[config.mk]
export PLATFORM = sky130hd
export DESIGN_NAME = stopwatch_timer
export DESIGN_NICKNAME = d
export VERILOG_FILES = /design/src/rtl/stopwatch_pkg.sv /design/src/rtl/bcd_digit_counter.sv /design/src/rtl/stopwatch_timer.sv
export SDC_FILE = /design/constraint.sdc
export NUM_CORES = 1
export LEC_CHECK = 0
export CORE_MARGIN = 2
export CORE_UTILIZATION = 50
export CTS_CLUSTER_DIAMETER = 80
export CTS_CLUSTER_SIZE = 28
export DETAILED_ROUTE_END_ITERATION = 16
export DONT_BUFFER_PORTS = 1
export HOLD_SLACK_MARGIN = 0.02
export MAX_ROUTING_LAYER = met4
export PLACE_DENSITY_LB_ADDON = 0.12
export SETUP_SLACK_MARGIN = 0.4
export SKIP_LAST_GASP = 1
export SLEW_MARGIN = 10
export SYNTH_ARGS = -nofsm -noshare
export SYNTH_HDL_FRONTEND = slang
export SYNTH_SLANG_ARGS = --single-unit
[constraint.sdc]
create_clock -name clk -period 3.2 [get_ports clk]
set_input_delay 0.32 -clock clk [delete_from_list [all_inputs] [get_ports clk]]
set_output_delay 0.32 -clock clk [all_outputs]
set_load 0.005 [all_outputs]
[src/rtl/stopwatch_pkg.sv]
// Shared definitions for the stopwatch_timer block.
//
// Contents:
//   DIGIT_W / COUNTER_W  - output widths of one decimal digit and of the ms total
//   MS_WRAP              - length of one full display cycle (100 minutes) in ms
//   DEC_MAX / SEK_ZEHNER_MAX - highest value each digit type shows before wrapping
//   IDX_*                - bit positions of the raw inputs inside the synchronizer vector
package stopwatch_pkg;

    localparam int DIGIT_W        = 8;
    localparam int COUNTER_W      = 32;
    localparam int MS_WRAP        = 6_000_000;

    localparam int DEC_MAX        = 9;
    localparam int SEK_ZEHNER_MAX = 5;

    // All asynchronous inputs travel through one shared synchronizer vector.
    // sw0..sw7 occupy bits 0..7 so the switch index equals the bit index.
    localparam int IDX_SW0   = 0;
    localparam int IDX_BTN   = 8;
    localparam int IDX_1HZ   = 9;
    localparam int IDX_10HZ  = 10;
    localparam int IDX_100HZ = 11;
    localparam int IDX_1KHZ  = 12;
    localparam int N_IN      = 13;

endpackage

[src/rtl/bcd_digit_counter.sv]
// One decimal display digit with clear and carry.
//
// Ports:
//   clk, reset_n - system clock, asynchronous active-low reset
//   clr          - synchronous clear, wins over inc
//   inc          - advance the digit by one this cycle
//   digit        - registered digit value 0..MAX, binary, upper bits 0
//   carry        - inc && digit==MAX; feeds inc of the next more significant digit
module bcd_digit_counter
    import stopwatch_pkg::*;
#(
    parameter int MAX = DEC_MAX
) (
    input  logic               clk,
    input  logic               reset_n,
    input  logic               clr,
    input  logic               inc,
    output logic [DIGIT_W-1:0] digit,
    output logic               carry
);

    logic [DIGIT_W-1:0] digit_q;
    logic [DIGIT_W-1:0] digit_d;
    logic               at_max;

    assign at_max = (digit_q == DIGIT_W'(MAX));

    // Carry is combinational so the whole chain ripples within one cycle.
    assign carry = inc && at_max;
    assign digit = digit_q;

    always_comb begin
        digit_d = digit_q;
        if (clr) begin
            digit_d = '0;
        end else if (inc) begin
            digit_d = at_max ? '0 : digit_q + DIGIT_W'(1);
        end
    end

    always_ff @(posedge clk or negedge reset_n) begin
        if (!reset_n) begin
            digit_q <= '0;
        end else begin
            digit_q <= digit_d;
        end
    end

endmodule

[src/rtl/stopwatch_timer.sv]
// Millisecond stopwatch (mm:ss.fff) driven by a 1 kHz tick.
//
// Ports:
//   clk, reset_n           - 50 MHz system clock, asynchronous active-low reset
//   clk_1kHz               - rising edge = one millisecond (advances time while running)
//   clk_100Hz              - accepted and synchronized, otherwise unused
//   clk_10Hz               - run blink source for led0
//   clk_1Hz                - heartbeat source for led8
//   user_button            - rising edge toggles run/stop (debounced upstream)
//   sw7..sw1               - mirrored to led7..led1
//   sw0                    - level clear, holds the time at zero while high
//   led8..led0             - heartbeat, switch mirror, run blink
//   min_zehner..sek_tausendstel - decimal digits 0..9 (sek_zehner 0..5)
//   counter                - elapsed ms since last clear, always equal to the digits
//
// Every input passes SYNC_STAGES flops and then one edge register, so an input
// change reaches the outputs exactly SYNC_STAGES+1 clock cycles later.
// SYNC_STAGES must be at least 2.
module stopwatch_timer
    import stopwatch_pkg::*;
#(
    parameter int SYNC_STAGES = 2
) (
    input  logic                 clk,
    input  logic                 reset_n,
    input  logic                 clk_1kHz,
    input  logic                 clk_100Hz,
    input  logic                 clk_10Hz,
    input  logic                 clk_1Hz,
    input  logic                 user_button,
    input  logic                 sw7,
    input  logic                 sw6,
    input  logic                 sw5,
    input  logic                 sw4,
    input  logic                 sw3,
    input  logic                 sw2,
    input  logic                 sw1,
    input  logic                 sw0,
    output logic                 led8,
    output logic                 led7,
    output logic                 led6,
    output logic                 led5,
    output logic                 led4,
    output logic                 led3,
    output logic                 led2,
    output logic                 led1,
    output logic                 led0,
    output logic [DIGIT_W-1:0]   min_zehner,
    output logic [DIGIT_W-1:0]   min_einer,
    output logic [DIGIT_W-1:0]   sek_zehner,
    output logic [DIGIT_W-1:0]   sek_einer,
    output logic [DIGIT_W-1:0]   sek_zehntel,
    output logic [DIGIT_W-1:0]   sek_hundertstel,
    output logic [DIGIT_W-1:0]   sek_tausendstel,
    output logic [COUNTER_W-1:0] counter
);

    // ------------------------------------------------------------------
    // Input synchronizer and edge register
    // ------------------------------------------------------------------
    logic [N_IN-1:0]                  async_in;
    logic [SYNC_STAGES-1:0][N_IN-1:0] sync_q;
    logic [N_IN-1:0]                  sync_s;
    logic [N_IN-1:0]                  edge_q;

    assign async_in = {clk_1kHz, clk_100Hz, clk_10Hz, clk_1Hz, user_button,
                       sw7, sw6, sw5, sw4, sw3, sw2, sw1, sw0};
    assign sync_s   = sync_q[SYNC_STAGES-1];

    always_ff @(posedge clk or negedge reset_n) begin
        if (!reset_n) begin
            sync_q <= '0;
            edge_q <= '0;
        end else begin
            sync_q[0] <= async_in;
            for (int i = 1; i < SYNC_STAGES; i++) begin
                sync_q[i] <= sync_q[i-1];
            end
            edge_q <= sync_s;
        end
    end

    logic tick_rise;
    logic btn_rise;
    logic clr;

    assign tick_rise = sync_s[IDX_1KHZ] & ~edge_q[IDX_1KHZ];
    assign btn_rise  = sync_s[IDX_BTN]  & ~edge_q[IDX_BTN];
    assign clr       = sync_s[IDX_SW0];

    // ------------------------------------------------------------------
    // Run state, run blink and millisecond total
    // ------------------------------------------------------------------
    logic                 running_q, running_d;
    logic                 led0_q, led0_d;
    logic [COUNTER_W-1:0] counter_q, counter_d;
    logic                 advance;

    // A tick in the same cycle as a button edge uses the old run state.
    assign advance = tick_rise & running_q;

    always_comb begin
        running_d = running_q ^ btn_rise;
        // Uses the new run state so the blink lines up with the toggle.
        led0_d    = running_d & sync_s[IDX_10HZ];
        counter_d = counter_q;
        if (clr) begin
            counter_d = '0;
        end else if (advance) begin
            counter_d = (counter_q == COUNTER_W'(MS_WRAP - 1)) ? '0
                                                               : counter_q + COUNTER_W'(1);
        end
    end

    always_ff @(posedge clk or negedge reset_n) begin
        if (!reset_n) begin
            running_q <= 1'b0;
            led0_q    <= 1'b0;
            counter_q <= '0;
        end else begin
            running_q <= running_d;
            led0_q    <= led0_d;
            counter_q <= counter_d;
        end
    end

    // ------------------------------------------------------------------
    // Digit chain, least significant first, linked by carry
    // ------------------------------------------------------------------
    logic c_taus, c_hund, c_zehntel, c_sek_e, c_sek_z, c_min_e, c_min_z;

    bcd_digit_counter #(.MAX(DEC_MAX)) u_sek_tausendstel (
        .clk(clk), .reset_n(reset_n), .clr(clr), .inc(advance),
        .digit(sek_tausendstel), .carry(c_taus)
    );

    bcd_digit_counter #(.MAX(DEC_MAX)) u_sek_hundertstel (
        .clk(clk), .reset_n(reset_n), .clr(clr), .inc(c_taus),
        .digit(sek_hundertstel), .carry(c_hund)
    );

    bcd_digit_counter #(.MAX(DEC_MAX)) u_sek_zehntel (
        .clk(clk), .reset_n(reset_n), .clr(clr), .inc(c_hund),
        .digit(sek_zehntel), .carry(c_zehntel)
    );

    bcd_digit_counter #(.MAX(DEC_MAX)) u_sek_einer (
        .clk(clk), .reset_n(reset_n), .clr(clr), .inc(c_zehntel),
        .digit(sek_einer), .carry(c_sek_e)
    );

    bcd_digit_counter #(.MAX(SEK_ZEHNER_MAX)) u_sek_zehner (
        .clk(clk), .reset_n(reset_n), .clr(clr), .inc(c_sek_e),
        .digit(sek_zehner), .carry(c_sek_z)
    );

    bcd_digit_counter #(.MAX(DEC_MAX)) u_min_einer (
        .clk(clk), .reset_n(reset_n), .clr(clr), .inc(c_sek_z),
        .digit(min_einer), .carry(c_min_e)
    );

    bcd_digit_counter #(.MAX(DEC_MAX)) u_min_zehner (
        .clk(clk), .reset_n(reset_n), .clr(clr), .inc(c_min_e),
        .digit(min_zehner), .carry(c_min_z)
    );

    // ------------------------------------------------------------------
    // Outputs
    // ------------------------------------------------------------------
    assign counter = counter_q;
    assign led8    = edge_q[IDX_1HZ];
    assign led7    = edge_q[7];
    assign led6    = edge_q[6];
    assign led5    = edge_q[5];
    assign led4    = edge_q[4];
    assign led3    = edge_q[3];
    assign led2    = edge_q[2];
    assign led1    = edge_q[1];
    assign led0    = led0_q;

    // Registered copies that no output needs; the 100 Hz input is accepted only.
    logic unused_ok;
    assign unused_ok = ^{edge_q[IDX_SW0], edge_q[IDX_10HZ], edge_q[IDX_100HZ], c_min_z};

endmodule

# Word level (Yosys, flattened, before mapping)
# Cells that the tools add are included.
[word_totals] input_bits=15 out_inout_bits=97 ff_bits=129
[classes] n_reduce_logical=13 n_eq_ne=8 bitwise_logic=7 n_addsub=8 muxes=24
[op_table] cell="8-bit 2-to-1 mux" count=21
[op_table] cell="32-bit 2-to-1 mux" count=3
[op_table] cell="8-bit by 1-bit adder with 8-bit output (second input constant)" count=7
[op_table] cell="8-bit by 4-bit equality test with 1-bit output (second input constant)" count=6
[op_table] cell="32-bit by 1-bit adder with 32-bit output (second input constant)" count=1
[op_table] cell="32-bit by 23-bit equality test with 1-bit output (second input constant)" count=1
[op_table] cell="2-bit nonzero test" count=7
[op_table] cell="8-bit by 3-bit equality test with 1-bit output (second input constant)" count=1
[op_table] cell="1-bit logical AND" count=6
[op_table] cell="1-bit AND" count=4
[op_table] cell="1-bit inverter" count=2
[op_table] cell="1-bit bitwise XOR" count=1

# Depth between registers and ports, before layout
# Gate-level depths: netlist of the first run.
[depth] word_depth=11 mapped_depth=9

# Cells and area by module
# A second synthesis of the first run with hierarchy kept.
[hier_totals] hier_cells=600 area_unflattened_um2=5940.7
[by_module_without_submodules] module="stopwatch_timer" area_per_inst_um2=2847.7 cells_each=264 instances=1
[by_module_without_submodules] module="bcd_digit_counter (u_min_einer ...)" area_per_inst_um2=440.4 cells_each=48 instances=6
[by_module_without_submodules] module="bcd_digit_counter (u_sek_zehner)" area_per_inst_um2=450.4 cells_each=48 instances=1

# Least setup slack after synthesis of the first run
# Ideal clock, no wire load.
[synth_path] path_type="reg2reg" from="reg u_sek_einer.digit_q[1], in the netlist u_sek_einer.digit[1]" to="reg u_min_zehner.digit_q[4], in the netlist u_min_zehner.digit[4]" path_stages_with_launch=9 setup_time_ns=0.092 arrival_time_ns=2.178 path_slack_ns=0.930 required_time_ns=3.108 cell_sequence="dfrtp_1 inv_1 ha_1 or4b_4 nor4_4 nand4_4 or2_0 buf_6 o31ai_2"
[synth_via] elab_chain_cells=5
[synth_lines] element="start, declared" line="bcd_digit_counter.sv:22" source="logic [DIGIT_W-1:0] digit_q;"
[synth_lines] element="start signal, assigned" line="bcd_digit_counter.sv:45" source="digit_q <= digit_d;"
[synth_lines] element="8-bit by 4-bit equality test with 1-bit output" line="bcd_digit_counter.sv:26" source="assign at_max = (digit_q == DIGIT_W'(MAX));"
[synth_lines] element="1-bit logical AND (3 in a row)" line="bcd_digit_counter.sv:29" source="assign carry = inc && at_max;"
[synth_lines] element="2-bit nonzero test (no source line)"
[synth_lines] element="end signal, assigned" line="bcd_digit_counter.sv:45"
[synth_lines] element="end, declared" line="bcd_digit_counter.sv:22"
# No other way between the ends.
# A chain may end at the register's enable or synchronous reset.

# Worst setup path after layout of the first run
[layout_path] from="reg u_sek_zehntel.digit_q[0], in the netlist u_sek_zehntel.digit[0]" to="reg u_min_zehner.digit_q[4], in the netlist u_min_zehner.digit[4]"
[layout_via] elab_chain_cells=6
[layout_lines] element="start, declared" line="bcd_digit_counter.sv:22"
[layout_lines] element="start signal, assigned" line="bcd_digit_counter.sv:45"
[layout_lines] element="8-bit by 4-bit equality test with 1-bit output" line="bcd_digit_counter.sv:26"
[layout_lines] element="1-bit logical AND (4 in a row)" line="bcd_digit_counter.sv:29"
[layout_lines] element="2-bit nonzero test (no source line)"
# No other way between the ends.

==> impl_metrics.ini, run 1 <==
[power]
comb_power_share_pct = 3.2
switching_share_pct = 24.3
pwr-share-seq_pct = 45.1
ir_drop_mv = 0.410
p_leak_nw = 2.84
switchingPower_mw = 0.880
clkPwrFrac_pct = 51.7
intPower_mw = 2.75
p_per_area_nw_per_um2 = 526

[die]
die_w_um = 114
coreArea_sq_um = 11900
die_h_um = 114
io_pins = 112
rows = 40
start_util_pct = 50.7
die_area_sq_um = 13000

[global_routing]
antenna_found_initial = 0
grt_util_all_layers_pct = 23.3
overflow = 0
grt_max_degree = 125
grt_pass1_vias = 4643
grt_pass1_wl_um = 23400

[drt]
num_vias = 4730
postRouteAntennaNets = 0
drt_iter0_markers = 344
dr.pass1.iters = 5
wl_per_cell_um = 18.0
drt-vias-per-instance = 6.10
drt-total-wl_um = 14000
drc = 0

[finish]
multi_input_area_sq_um = 2760
ff_latch_area_sq_um = 3100
fillers = 1038
stdcell_area_sq_um = 6890
flow.area_growth_from_synthesis_pct = 14.1
n_antenna_cell = 0
final_nets = 645
fin_cells = 775
drive_above_1_share_pct = 10.4

[sta]
whs_ns = -0.403
fin_setup_tns_ns = 0
worstMarginPinSlew_ns = 0.708
min_period_ns = 2.59
rsz0062_at_grt = false
slew_violations = 0
finalSetupViolations = 0
fmax_mhz = 387
max_slew_margin_pct = 52.4
setup_slack_ns = 0.615
finalHoldViolCount = 124
skew_ns = 0.00830
fin_crit_sh_pct = 80.8

[clock_tree]
clock_path_buffers = 2
path_clk_slew_ns = 0.06
clock_latency_ns = 0.41
clock-sinks = 124
htree_num_levels = 4
cts_hold_buf = 12
cts-root-buf = clkbuf_16
tritoncts = done
post_cts_buffers = 0
cts_buffers = 17

[run_status]
status = finished with violations
violations = hold timing

[placement]
pre_cts_slack_ns = 0.614
dp_hpwl_um = 9340
dpl-instance-area_sq_um = 6190
dp_cells = 731
gp_congestion = 0.924
portBuffers = 0

[logic_synthesis]
yosysMostFrequentCell = dfrtp_1
ys_types = 62
ys_seq_area_share_pct = 51.4
synth-seq-cells = 124
synthCells = 598
synth_top_area_share_pct = 51.4
synthTopCellsByArea = dfrtp_1, nor2_1, ha_1, nand3_1, xor2_1
yosysWarnings = 0
syn_avg_cell_area_sq_um = 10.1
netlist_area_sq_um = 6030
synth_edf_count = 0
synth_commonest_cells = dfrtp_1, nor2_1, nand2_1
syn_nets = 628
async_reset_ff_share_pct = 100
synth-main-ff-cell = dfrtp_1
synth.largest_area_cell = dfrtp_1

[worst_setup_path]
r2r_start = u_sek_zehntel.digit[0]
reg2reg_depth = 6
worstPathRequired_ns = 3.52
crit_fanout = 10
critPathKind = reg -> reg
rr_endpoint = u_min_zehner.digit[4]
crit_path_start_kind = flop
cp-end-kind = flop
r2r_slack_ns = 0.61
cp_data_arrival_time_ns = 2.91

[job]
max_cap_viol_count = 0

[min_path]
hold_class = in -> async
worst max-delay path by stage:
stage                                     from                     to  depth (start not counted)
finish                  u_sek_zehntel.digit[0]  u_min_zehner.digit[4]                          6
global route        u_sek_hundertstel.digit[1]   u_min_einer.digit[1]                          8
CTS                       u_sek_einer.digit[0]  u_min_zehner.digit[6]                          6
detailed placement        u_sek_einer.digit[0]  u_min_zehner.digit[4]                          6
global placement          u_sek_einer.digit[0]  u_min_zehner.digit[6]                          6
floorplan                 u_sek_einer.digit[1]  u_min_zehner.digit[4]                          8
through the flow:
| step | power [mW] | util (%) |
|---|---|---|
| floorplan | 1.73 | - |
| global placement | 1.76 | 52.0 |
| detailed placement | 1.77 | 52.0 |
| CTS | 3.66 | 57.8 |
| global route | 3.75 | 57.8 |
| finish | 3.62 | 57.8 |
placed cells by master, fill, tap and decap left out, drive strengths merged, types with 3 or more instances in the layout:
| cell type | netlist | final |
|---|---|---|
| clkbuf | 19 | 17 |
| and4 | 7 | 7 |
| a21oi | 29 | 29 |
| o21ai | 33 | 33 |
| and3 | 17 | 17 |
| a31o | 4 | 4 |
| nand3b | 3 | 3 |
| nor2 | 59 | 59 |
| nor4bb | 3 | 3 |
| and2 | 9 | 9 |
| nor4 | 13 | 13 |
| o31ai | 11 | 11 |
| mux2i | 3 | 3 |
| nand2 | 42 | 42 |
| buf | 5 | 10 |
| dlygate4sd3 | 0 | 12 |
| nor3 | 12 | 12 |
| nand3 | 34 | 34 |
| nand2b | 3 | 3 |
| xor2 | 19 | 19 |
| inv | 17 | 28 |
| or3 | 14 | 14 |
| or2 | 6 | 6 |
| or4 | 11 | 11 |
| ha | 15 | 15 |
| a31oi | 5 | 5 |
| nor2b | 4 | 4 |
| dfrtp | 124 | 124 |
| nand4 | 27 | 27 |
| xnor2 | 14 | 14 |
| o211ai | 8 | 8 |
repair_timing:
item                                    in CTS  in global routing
resized for setup                            0                  0
endpoints found under the setup margin       0                  0
endpoints found under the hold margin      136                124
logic make-up (layout without fill, tap and decap cells):
kind of cell             Yosys count  count (layout)  share of synthesized area (%)
multiplexers                       5               5                          0.871
buffers and inverters             41              71                           2.76
adder cells (fa/ha/maj)           15              15                           3.11
AND/OR/NAND/NOR                  273             273                           25.4
XOR/XNOR                          33              33                           4.79
AO/OA/AOI/OAI                    107             107                           11.6
flip-flops                       124             124                           51.4
per-layer routing:
| metal | vias to the layer above | wire [um] | track usage [%] |
|---|---|---|---|
| met2 | 152 | 6650 | 34.6 |
| met4 | 0 | 181 | 8.78 |
| met3 | 18 | 883 | 5.74 |
| li1 | 2216 | - | - |
| met1 | 2344 | 6240 | 31.1 |
| met5 | - | 0 | - |
power groups by stage:
stage / Sequential [mW] / Clock (mW) / Combinational [mW]
final: 1.63 / 1.88 / 0.115
after CTS: 1.63 / 1.91 / 0.116
after detailed placement: 1.66 / 0 / 0.103
after global placement: 1.66 / 0 / 0.102
after floorplan: 1.65 / 0 / 0.0772
after global routing: 1.64 / 1.98 / 0.129
sequential cells by signal, summed over array words and instances, names as in the netlist:
name                     cells
running_q                    1
sync_q                      12
led0                         1
u_min_zehner.digit           8
u_min_einer.digit            8
u_sek_hundertstel.digit      8
u_sek_einer.digit            8
u_sek_zehner.digit           8
counter                     32
sync_s                      12
u_sek_tausendstel.digit      8
u_sek_zehntel.digit          8
edge_q                      10
worst max-delay path: stages, from the launching register on:
cell and delay, ns:
dfrtp_1 0.50, ha_1 0.20, nor4bb_1 0.43, and4_1 0.40
nand4_4 0.22, or2_0 0.46, o31ai_2 0.28
area by class of cell:
type                    count  area share, %
flip-flops and latches    124           45.1
multi-input cells         433           40.1
inverters                  17          0.927
repair buffers             22           2.83
well taps                 147           2.67
clock buffers              17           6.18
clock inverters            15           2.18
(Power assumes the default switching activity.)
==> run 2, diff against run 1 <==
clock period = 2.3 ns   (was 3.2 ns; I/O delays follow)
==> impl_metrics.ini, run 2 (same netlist as run 1, synthesis figures left out) <==
[clock_tree]
tritoncts = done
clock_path_buffers = 2
htree_num_levels = 4
cts_buffers = 17
cts-root-buf = clkbuf_16
clock-sinks = 124
clock_latency_ns = 0.42
cts_hold_buf = 12
path_clk_slew_ns = 0.06

[finish]
largest_reg_flops = 32
flow.area_growth_from_synthesis_pct = 32.5
fin_cells = 865
n_antenna_cell = 0
layout_common_cells = dfrtp_1, buf_4, nor2_1, nand2_1, nand3_1
final_nets = 736
drive_above_1_share_pct = 29.9
final_common_cell = dfrtp_1
fillers = 963
utilization_pct = 67.1
stdcell_area_sq_um = 7990

[global_routing]
antenna_found_initial = 0
grt_pass1_wl_um = 25500
grt_pass1_vias = 5136
grt_util_all_layers_pct = 25.8
overflow = 0
grt_max_degree = 125

[die]
rows = 40
io_pins = 112
die_w_um = 114
coreArea_sq_um = 11900
die_h_um = 114
start_util_pct = 50.7
die_area_sq_um = 13000

[placement]
portBuffers = 0
gp_congestion = 0.891
dp_hpwl_um = 10500
dpl-instance-area_sq_um = 6810
dp_cells = 803

[worst_setup_path]
slowest_stage = or4_1
crit_family = simple AND/OR/NAND/NOR gates
critPathKind = reg -> reg
crit_fanout = 20
worstPathRequired_ns = 2.64
crit_path_start_kind = flop
cp_data_arrival_time_ns = 2.54
max_stage_delay_ns = 0.50
crit_chain = inv_1, ha_1, or4b_4, nor2_4, nand4_1, buf_12, or4_1, a21oi_1
cp-end-kind = flop
crit_buf_inv = 2

[drt]
postRouteAntennaNets = 0
dr.pass1.iters = 5
num_vias = 5160
drt_iter0_markers = 336
drt-vias-per-instance = 5.97
wl_per_cell_um = 18.1
drt-total-wl_um = 15700
drc = 0

[sta]
worstMarginPinSlew_ns = 0.606
rsz0062_at_grt = true
min_period_ns = 2.20
whs_ns = -0.489
skew_ns = 0.00735
slew_violations = 0
fin_crit_sh_pct = 95.5
fmax_mhz = 455
max_slew_margin_pct = 59.4
finalSetupViolations = 0
finalHoldViolCount = 124

[power]
p_per_area_nw_per_um2 = 627
ir_drop_mv = 0.701
p_leak_nw = 3.39

[run_status]
violations = hold timing
status = finished with violations

[min_path]
hold_class = in -> async

[job]
max_cap_viol_count = 0
[run 2: power by group]
part | switching, mW | leakage [nW] | total (mW) | internal (mW)
Combinational | 0.141 | 1.49 | 0.244 | 0.103
Sequential | 0.0307 | 1.65 | 2.27 | 2.23
Clock | 0.995 | 0.257 | 2.50 | 1.51
[run 2: what timing repair did]
action	CTS	global route
setup buffers	10	7
pin swaps	27	20
gates resized for setup	49	39
endpoints found under the setup margin	66	81
gates cloned	2	0
endpoints found under the hold margin	136	124
[run 2: per-layer routing]
| layer | share of wire [%] | GRT usage, % | vias up |
|---|---|---|---|
| met4 | 1.6 | 7.80 | 0 |
| li1 | - | - | 2403 |
| met3 | 6.5 | 8.08 | 23 |
| met2 | 49 | 40.1 | 171 |
| met5 | 0 | - | - |
| met1 | 43 | 32.6 | 2563 |
[run 2: worst paths after layout]
kind,startpoint,end,slack [ns],cells past startpoint
hold reg to reg,sync_q[3],sync_s[3],0.35,0
setup / recovery,u_sek_einer.digit[1],u_min_einer.digit[0],0.10,8
min in group clk,sync_q[3],sync_s[3],0.35,0
setup reg to reg,u_sek_einer.digit[1],u_min_einer.digit[0],0.10,8
hold / removal,reset_n,edge_q[4],-0.49,0
max in group asynchronous,reset_n,counter[5],2.61,0
[run 2: cell type report]
| type | count | area, sq um | area share [%] |
|---|---|---|---|
| tap | 147 | 184 | 2.30 |
| timing repair buffer | 113 | 952 | 11.9 |
| multi-input combinational | 433 | 3130 | 39.1 |
| clock inverter | 13 | 120 | 1.50 |
| sequential | 124 | 3110 | 38.9 |
| clock buffer | 18 | 439 | 5.50 |
| inverter | 17 | 63.8 | 0.798 |
[run 2: worst register-to-register path, cell delays in order (launching register included)]
cell and delay, ns:
dfrtp_1 0.37, inv_1 0.06, ha_1 0.12, or4b_4 0.49, nor2_4 0.11, nand4_1 0.14
buf_12 0.19, or4_1 0.51, a21oi_1 0.14
[run 2: per-stage QoR]
step	setup slack (ns)	hold WS, ns	setup TNS [ns]	total power, mW
2_1_floorplan	0.119	-0.0656	0	2.41
3_3_place_gp	0.0851	-0.0632	0	2.48
3_5_place_dp	0.00659	-0.0631	0	2.49
4_1_cts	0.0953	-0.511	0	5.04
5_1_grt	-0.0255	-0.514	-0.0300	5.19
6_report	0.103	-0.489	0	5.01
==> run 3, diff against run 2 <==
REMOVE_ABC_BUFFERS = 1   (was unset)
==> impl_metrics.ini, run 3 (same netlist as run 1, synthesis figures left out) <==
[run_status]
status = finished with violations
violations = hold timing

[sta]
skew_ns = 0.00849
max_slew_margin_pct = 54.1
slew_violations = 0
rsz0062_at_grt = true
fmax_mhz = 442
finalSetupViolations = 0
whs_ns = -0.494
fin_crit_sh_pct = 98.3
finalHoldViolCount = 124
min_period_ns = 2.26
worstMarginPinSlew_ns = 0.685

[worst_setup_path]
reg2reg_depth = 9
critPathKind = reg -> reg
crit_family = simple AND/OR/NAND/NOR gates
crit_fanout = 5
crit_chain = inv_1, ha_1, or4b_4, nor2_4, nand4_1, buf_6, buf_12, or4_1, a21oi_2
crit_path_start_kind = flop
rr_endpoint = u_sek_zehner.digit[6]
cp_data_arrival_time_ns = 2.61
max_stage_delay_ns = 0.52
r2r_start = u_sek_einer.digit[1]
cp-end-kind = flop
crit_buf_inv = 3
worstPathRequired_ns = 2.64
slowest_stage = or4_1
r2r_slack_ns = 0.04

[placement]
dp_cells = 800
dp_hpwl_um = 10200
gp_congestion = 0.902
portBuffers = 0

[clock_tree]
clock_latency_ns = 0.42
htree_num_levels = 4
clock-sinks = 124
cts_buffers = 17
clock_path_buffers = 2
cts_hold_buf = 12
tritoncts = done
path_clk_slew_ns = 0.06
cts-root-buf = clkbuf_16

[finish]
fin_cells = 865
ff_latch_area_sq_um = 3110
fillers = 956
layout_common_cells = dfrtp_1, buf_4, nor2_1, nand2_1, nand3_1
flow.area_growth_from_synthesis_pct = 34.4
final_common_cell = dfrtp_1
drive_above_1_share_pct = 32.2
final_nets = 736
largest_reg_flops = 32
utilization_pct = 68.1
n_antenna_cell = 0
multi_input_area_sq_um = 3200

[power]
p_total_mw = 4.92
p_leak_nw = 3.44
ir_drop_mv = 0.522
p_per_area_nw_per_um2 = 607

[die]
die_area_sq_um = 13000
die_w_um = 114
coreArea_sq_um = 11900
die_h_um = 114
io_pins = 112
start_util_pct = 50.7
rows = 40

[drt]
drt-vias-per-instance = 5.97
dr.pass1.iters = 5
drt_iter0_markers = 309
postRouteAntennaNets = 0
wl_per_cell_um = 18.3
drc = 0
num_vias = 5160
drt-total-wl_um = 15800

[job]
max_cap_viol_count = 0

[min_path]
hold_class = in -> async

[global_routing]
grt_util_all_layers_pct = 25.3
grt_max_degree = 125
grt_pass1_vias = 4979
antenna_found_initial = 0
grt_pass1_wl_um = 24900
overflow = 0
## run 3: changes by cell type in the layout (fill, tap and decap cells not counted), sizes merged
cell / before / now
clkinv: 4 / 5
clkbuf: 18 / 19
clkinvlp: 6 / 4
buf: 101 / 99
bufinv: 1 / 0
inv: 19 / 22
## run 3: metal layers
layer / vias up / global-route usage (%) / wire, um / share of wire (%)
met5: - / - / 0 / 0
met4: 0 / 8.86 / 197 / 1.2
met3: 17 / 8.50 / 1130 / 7.1
met2: 168 / 37.1 / 7720 / 49
met1: 2572 / 33.0 / 6760 / 43
li1: 2403 / - / - / -
## run 3: worst max-delay path by stage
stage | start | endpoint | slack (ns) | depth (start not counted)
after floorplan | u_sek_einer.digit[1] | u_min_einer.digit[0] | -0.16 | 7
after global placement | u_sek_einer.digit[1] | u_min_zehner.digit[4] | 0.02 | 7
after detailed placement | u_sek_einer.digit[1] | u_min_zehner.digit[6] | -0.002 | 7
after CTS | u_sek_einer.digit[1] | u_min_einer.digit[0] | 0.04 | 8
after global routing | u_sek_einer.digit[1] | u_sek_zehner.digit[6] | -0.03 | 9
final | u_sek_einer.digit[1] | u_sek_zehner.digit[6] | 0.04 | 9
## run 3: through the flow
step,setup WS (ns),TNS [ns],area [sq um]
6_report,0.0391,0,8110
5_1_grt,-0.0290,-0.133,8110
4_1_cts,0.0377,0,7700
3_5_place_dp,-0.00179,-0.00179,6730
3_3_place_gp,0.0215,0,6730
2_1_floorplan,-0.162,-1.17,5930
## run 3: cell type report
cell class,count,share of cell area [%]
Tap cell,147,2.27
Clock buffer,17,5.24
Multi-Input combinational cell,433,39.5
Timing Repair Buffer,113,12.5
Sequential cell,124,38.3
Inverter,17,0.787
Clock inverter,14,1.40
## run 3: report_power, final
| group | internal (mW) | switching [mW] | total [mW] |
|---|---|---|---|
| Combinational | 0.0963 | 0.143 | 0.239 |
| Clock | 1.39 | 1.03 | 2.42 |
| Sequential | 2.23 | 0.0301 | 2.26 |
## run 3: repair_timing
action / in CTS / in global routing
gates cloned: 1 / 2
buffers inserted: 10 / 9
endpoints found under the setup margin: 78 / 78
pin swaps: 35 / 41
resized for setup: 56 / 64
endpoints found under the hold margin: 136 / 124
